<file path="config.mk">
export PLATFORM = sky130hd
export DESIGN_NAME = result_accum_tx
export DESIGN_NICKNAME = d
export VERILOG_FILES = /design/src/rtl/result_accum_tx.sv
export SDC_FILE = /design/constraint.sdc
export NUM_CORES = 1
export LEC_CHECK = 0
export BUFFER_PORTS_ARGS = -buffer_cell sky130_fd_sc_hd__buf_2
export CORE_ASPECT_RATIO = 1.5
export CORE_MARGIN = 3
export CORE_UTILIZATION = 39
export DETAILED_ROUTE_END_ITERATION = 7
export SLEW_MARGIN = 15
export SYNTH_ARGS = -nofsm -noshare
export SYNTH_HDL_FRONTEND = slang
export SYNTH_SLANG_ARGS = --single-unit
</file>
<file path="constraint.sdc">
create_clock -name CLK -period 2.63 [get_ports CLK]
set_clock_uncertainty 0.2 [all_clocks]
set_input_delay 0.526 -clock CLK [delete_from_list [all_inputs] [get_ports CLK]]
set_output_delay 0.526 -clock CLK [all_outputs]
set_load 0.01 [all_outputs]
</file>
<file path="src/rtl/result_accum_tx.sv">
// result_accum_tx
//   Collects DEPTH results from the multiplier pipeline into a running sum.
//   When a batch is complete, the sum is sent MSB-first as NBYTE bytes over a
//   valid/ready byte link. Results that arrive while a send is in progress
//   are dropped and flagged.
//
// Ports
//   CLK        system clock, rising edge
//   RST        asynchronous reset, active low
//   X          16-bit result word
//   X_VALID    X valid this cycle (cannot be stalled)
//   CLR        synchronous abort/clear, active high, highest priority
//   TX_DATA    byte toward the host link
//   TX_VALID   TX_DATA valid
//   TX_READY   host link accepts the byte when TX_VALID & TX_READY
//   SUM        last completed batch sum
//   SUM_VALID  one-cycle pulse when SUM updates
//   COUNT      results accepted in the current batch
//   BUSY       send or done phase in progress
//   OVF        sticky: a result arrived while not collecting
module result_accum_tx #(
  parameter int unsigned DEPTH = 16,
  parameter int unsigned ACC_W = 24
) (
  input  logic             CLK,
  input  logic             RST,
  input  logic [15:0]      X,
  input  logic             X_VALID,
  input  logic             CLR,
  output logic [7:0]       TX_DATA,
  output logic             TX_VALID,
  input  logic             TX_READY,
  output logic [ACC_W-1:0] SUM,
  output logic             SUM_VALID,
  output logic [7:0]       COUNT,
  output logic             BUSY,
  output logic             OVF
);

  localparam int unsigned NBYTE = ACC_W / 8;

  typedef enum logic [1:0] {StCollect, StSend, StDone} state_e;

  state_e             state_q, state_d;
  logic [ACC_W-1:0]   acc_q, acc_d;
  logic [ACC_W-1:0]   shadow_q, shadow_d;
  logic [ACC_W-1:0]   sum_q, sum_d;
  logic [7:0]         count_q, count_d;
  logic [7:0]         idx_q, idx_d;
  logic [7:0]         tx_data_q, tx_data_d;
  logic               tx_valid_q, tx_valid_d;
  logic               sum_valid_q, sum_valid_d;
  logic               ovf_q, ovf_d;

  logic [ACC_W-1:0]   acc_sum;
  logic [7:0]         next_byte;

  assign acc_sum = acc_q + {{(ACC_W-16){1'b0}}, X};

  // Byte idx_q+1 counted from the MSB end of the shadow register.
  always_comb begin
    next_byte = 8'h00;
    for (int unsigned b = 0; b < NBYTE; b++) begin
      if (32'(idx_q) + 32'd1 == b) next_byte = shadow_q[ACC_W-1-8*b -: 8];
    end
  end

  always_comb begin
    state_d     = state_q;
    acc_d       = acc_q;
    shadow_d    = shadow_q;
    sum_d       = sum_q;
    count_d     = count_q;
    idx_d       = idx_q;
    tx_data_d   = tx_data_q;
    tx_valid_d  = tx_valid_q;
    sum_valid_d = 1'b0;
    ovf_d       = ovf_q;

    if (CLR) begin
      // Abort: the in-flight byte is treated as not sent, SUM is kept.
      state_d    = StCollect;
      acc_d      = '0;
      count_d    = '0;
      idx_d      = '0;
      tx_valid_d = 1'b0;
      ovf_d      = 1'b0;
    end else begin
      unique case (state_q)
        StCollect: begin
          if (X_VALID) begin
            if (count_q == 8'(DEPTH - 1)) begin
              shadow_d   = acc_sum;
              acc_d      = '0;
              count_d    = '0;
              idx_d      = '0;
              state_d    = StSend;
              tx_valid_d = 1'b1;
              tx_data_d  = acc_sum[ACC_W-1 -: 8];
            end else begin
              acc_d   = acc_sum;
              count_d = count_q + 8'd1;
            end
          end
        end
        StSend: begin
          if (X_VALID) ovf_d = 1'b1;
          if (tx_valid_q && TX_READY) begin
            if (idx_q < 8'(NBYTE - 1)) begin
              idx_d     = idx_q + 8'd1;
              tx_data_d = next_byte;
            end else begin
              tx_valid_d  = 1'b0;
              sum_d       = shadow_q;
              sum_valid_d = 1'b1;
              state_d     = StDone;
            end
          end
        end
        StDone: begin
          if (X_VALID) ovf_d = 1'b1;
          state_d = StCollect;
        end
        default: state_d = StCollect;
      endcase
    end
  end

  always_ff @(posedge CLK or negedge RST) begin
    if (!RST) begin
      state_q     <= StCollect;
      acc_q       <= '0;
      shadow_q    <= '0;
      sum_q       <= '0;
      count_q     <= '0;
      idx_q       <= '0;
      tx_data_q   <= '0;
      tx_valid_q  <= 1'b0;
      sum_valid_q <= 1'b0;
      ovf_q       <= 1'b0;
    end else begin
      state_q     <= state_d;
      acc_q       <= acc_d;
      shadow_q    <= shadow_d;
      sum_q       <= sum_d;
      count_q     <= count_d;
      idx_q       <= idx_d;
      tx_data_q   <= tx_data_d;
      tx_valid_q  <= tx_valid_d;
      sum_valid_q <= sum_valid_d;
      ovf_q       <= ovf_d;
    end
  end

  assign TX_DATA   = tx_data_q;
  assign TX_VALID  = tx_valid_q;
  assign SUM       = sum_q;
  assign SUM_VALID = sum_valid_q;
  assign COUNT     = count_q;
  assign OVF       = ovf_q;
  assign BUSY      = (state_q != StCollect);

endmodule

</file>
==> impl_summary.log <==
INFO  metric drt-pass1-iter-count = 5
INFO  metric dieWidth = 103 um
INFO  metric fin_cells = 796
INFO  metric cts_root_buffer = clkbuf_16
INFO  metric report.final.setup_viol = 0
INFO  metric cts.sinks = 101
INFO  metric fraction_of_layout_instances_using_a_drive_strength_above_1 = around a third
INFO  metric power.sequential.fraction = 43.8%
INFO  metric cp_num_cells = 9
INFO  metric clock_tree_from_tritoncts = done
INFO  metric power.ir.vdd_worst = 0.320 mV
INFO  metric r2r.worst_path.cells = 9
INFO  metric synth_edf_count = 0
INFO  metric design.final.nets = 675
INFO  metric drv.max_cap_violation_count = 0
INFO  metric placed_area = 0.00631 mm2
INFO  metric crit_path_start = acc_q[0]
INFO  metric layout_commonest_cell = dfrtp_1
INFO  metric crit_path_end_kind = flop
INFO  metric globalplace.congestion = 0.928
INFO  metric internal-power = 2.66 mW
INFO  metric initial_antenna_violation_count = 0
INFO  metric start_kind = flop
INFO  metric num_io_pins = 65
INFO  metric clkTransAtPathRegs = around 0.070 ns
INFO  metric final_design_area_no_fill = between 0.006 and 0.007 mm2
INFO  metric routed-via-count = 4,457
INFO  metric synth.area.mux_share = 7.95%
INFO  metric synth_top_family_by_area = compound AO/OA/AOI/OAI gates
INFO  metric place_inst = 776
INFO  metric timing_hold_violations_final = 0
INFO  metric setup_repair_after_global_routing_missed_its_margin = true
INFO  metric p_sw_share = between 20% and 30%
INFO  metric first_global_vias = 4,462
INFO  metric critical_path_required = 2.66 ns
INFO  metric hp-class = flop to flop
INFO  metric first_iter_violations = slightly below 200
INFO  metric grt_first_pass_wirelength = 22.7 mm
INFO  metric tritoncts.num_buffers = 9
INFO  metric floorplan.initialDensity = 40.3%
INFO  metric pwr-share-clk = 37.5%
INFO  metric tightestPinTransition = 0.571 ns
INFO  metric synth_xor_area_share = around 3.2%
INFO  metric leakagePower = 3.31 nW
INFO  metric netlist_area = roughly 0.0055 mm2
INFO  metric antenna_left = 0
INFO  metric critical_path.max_fanout = 4
INFO  metric mapped_cells = 523
INFO  metric areaGrowthSynthToFinish = 24.8%
INFO  metric synth.yosys.seq_area_share = 46.1%
INFO  metric max-slew-margin-rel = approximately 62%
INFO  metric avgRoutedWirePerCell = between 15 and 20 um
INFO  metric worstReg2RegEnd = shadow_q[23]
INFO  metric yosysUniqueCellTypes = 64
INFO  metric power_density = 540 mW/mm2
INFO  metric avg_synthesized_cell_area = around 10 um2
INFO  metric floorplan.core_area = 0.0136 mm2
INFO  metric netSwitchingPower = 1.03 mW
INFO  metric synth_compound_gate_area_share = between 20% and 30%
INFO  metric drt-total-wl = 14.3 mm
INFO  metric post_synth_fa_ha_maj_area_fraction = 5.85%
INFO  metric final_max_tran_viols = 0
INFO  metric timing.reg2reg.setup_slack = roughly 0.022 ns
INFO  metric floorplan.rows = between 50 and 60
INFO  metric route.detailed.vias_per_inst = 5.60
INFO  metric yosys_warnings = 0
INFO  metric outcome = complete, no violations
INFO  metric cp.buffers_inverters = 1
INFO  metric postSynthRegisterBits = roughly 100
INFO  metric cts.htree.levels = 3
INFO  metric hpwl = 10.7 mm
INFO  metric fraction_of_the_cycle_the_final_worst_path_needs = between 90 and 100%
INFO  metric period_needed = ~2.6 ns
INFO  metric share_comb_of_total_power = 18.6%
INFO  metric post_synth_and_or_nand_nor_area_fraction = between 10 and 15%
INFO  metric most-common-layout-cells = dfrtp_1 (101), buf_2 (63), buf_4 (51)
INFO  metric critical_path.slowest_cell = dfrtp_1
INFO  metric floorplan.die.height = ~150 um
INFO  metric gr-usage-all-layers = 18.9%
INFO  metric die_area = 0.0155 mm2
INFO  metric cp_cell_sequence = ha_4 > buf_6 > a211oi_2 > o21bai_2 > o41a_1 > o2111a_2 > o211ai_1 > xor2_1 > o21ai_1
INFO  metric portBuffers = 64
INFO  metric slowest_delay = 0.41 ns
INFO  metric max_clock_freq = 0.383 GHz
INFO  metric critical-path-top-delay-family = compound AO/OA/AOI/OAI gates
INFO  metric reg_to_reg_critical_path_startpoint = acc_q[0]
INFO  metric grt.overflow.total = 0
INFO  metric insertion_delay = 0.34 ns
INFO  metric num_antenna_cells = 0
INFO  metric drc = 0
INFO  metric cts.path.max_buffers = 2
INFO  metric grt_max_degree = 41
INFO  metric yosys_most_used_dff = dfrtp_1
INFO  metric worst-endpoint-arrival = 2.64 ns
INFO  metric syn-num-nets = ~570
INFO  metric async_reset_ff_share = 100%
INFO  metric kind_of_critical_path = flop to flop
INFO  metric crit_path_end = shadow_q[23]
[cells by family (layout without fill, tap and decap cells)]
kind of cell / after synthesis / after routing
AO/OA/AOI/OAI: 158 / 158
multiplexers: 39 / 39
flip-flops: 101 / 101
buffers and inverters: 43 / 154
AND/OR/NAND/NOR: 137 / 137
XOR/XNOR: 20 / 20
adder cells (fa/ha/maj): 25 / 25
[worst min-delay path: cells and delay by family (launching register included)]
family | cells | cell delay [ns]
AOI/OAI and AO/OA | 1 | 0.06
DFF | 1 | 0.35
and+or+nand+nor | 1 | 0.05
[layer usage]
| layer | wire, um | GRT usage (%) |
|---|---|---|
| met2 | 7470 | 33.3 |
| met1 | 5800 | 22.6 |
| met3 | 497 | 2.95 |
| met4 | 514 | 7.58 |
| met5 | 0 | 0 |
[registers in the layout, summed over array words and instances (netlist names), 2 cells and up]
name      count
shadow_q     24
COUNT         8
acc_q        24
SUM          24
TX_DATA       8
idx_q         8
state_q       2
[layout make-up]
cell class                      instances  area (um2)
Timing Repair Buffer                  118         759
Clock inverter                          7        82.6
Inverter                               20        75.1
Multi-Input combinational cell        379        2960
Tap cell                              162         203
Clock buffer                            9         225
Sequential cell                       101        2530
Fill cell                            1227        6760
[repair_timing]
item                       CTS  global route
pin swaps                    4            17
hold endpoints to repair    19             0
setup endpoints to repair   11            34
gates resized for setup      5            37
buffers inserted             0             3
hold buffers                 1             0
[power by group through the flow]
stage | clock network (mW) | registers (mW) | logic, mW
2_1_floorplan | 0 | 1.64 | 0.360
3_3_place_gp | 0 | 1.64 | 0.610
3_5_place_dp | 0 | 1.64 | 0.617
4_1_cts | 1.42 | 1.61 | 0.632
5_1_grt | 1.48 | 1.62 | 0.759
6_report | 1.39 | 1.62 | 0.688
[stage by stage]
stage / worst slack, ns / util [%] / hold WS, ns / power, mW / setup TNS [ns]
2_1_floorplan: -0.0195 / - / 0.0304 / 2.00 / -0.0195
3_3_place_gp: -0.319 / 46.4 / 0.269 / 2.25 / -7.56
3_5_place_dp: -0.390 / 46.4 / 0.279 / 2.26 / -7.94
4_1_cts: -0.0194 / 48.9 / 0.295 / 3.67 / -0.0194
5_1_grt: -0.103 / 50.3 / 0.319 / 3.86 / -0.359
6_report: 0.0216 / 50.3 / 0.294 / 3.69 / 0
[how the worst min path moves through the flow]
stage	start	endpoint	slack, ns	cells after the start
floorplan	RST	COUNT[0]	0.03	0
global placement	acc_q[14]	acc_q[14]	0.27	2
detailed placement	acc_q[14]	acc_q[14]	0.28	2
CTS	X_VALID	OVF	0.29	3
global route	acc_q[14]	acc_q[14]	0.32	2
finish	acc_q[8]	acc_q[8]	0.29	2
[synthesized netlist by cell type (4+ instances only)]
library cell / instances / area, um2
dfrtp_1: 101 / 2530
nand2_1: 49 / 184
mux2_2: 36 / 405
o21ai_0: 29 / 145
nor2_1: 28 / 105
a21oi_1: 27 / 135
ha_1: 24 / 300
inv_1: 20 / 75.1
o21ai_1: 17 / 85.1
clkbuf_1: 16 / 60.1
a22o_1: 15 / 131
xnor2_1: 13 / 114
and2_1: 11 / 68.8
a22oi_1: 9 / 67.6
and3_1: 8 / 50.1
nand3_1: 8 / 40.0
nor3_1: 8 / 40.0
a31oi_1: 7 / 43.8
o211ai_1: 7 / 52.6
xor2_1: 7 / 61.3
a211oi_1: 6 / 45.0
a21o_1: 6 / 45.0
buf_2: 5 / 25.0
nor2b_1: 4 / 25.0
Note: power is estimated with default switching activity, not from simulation.
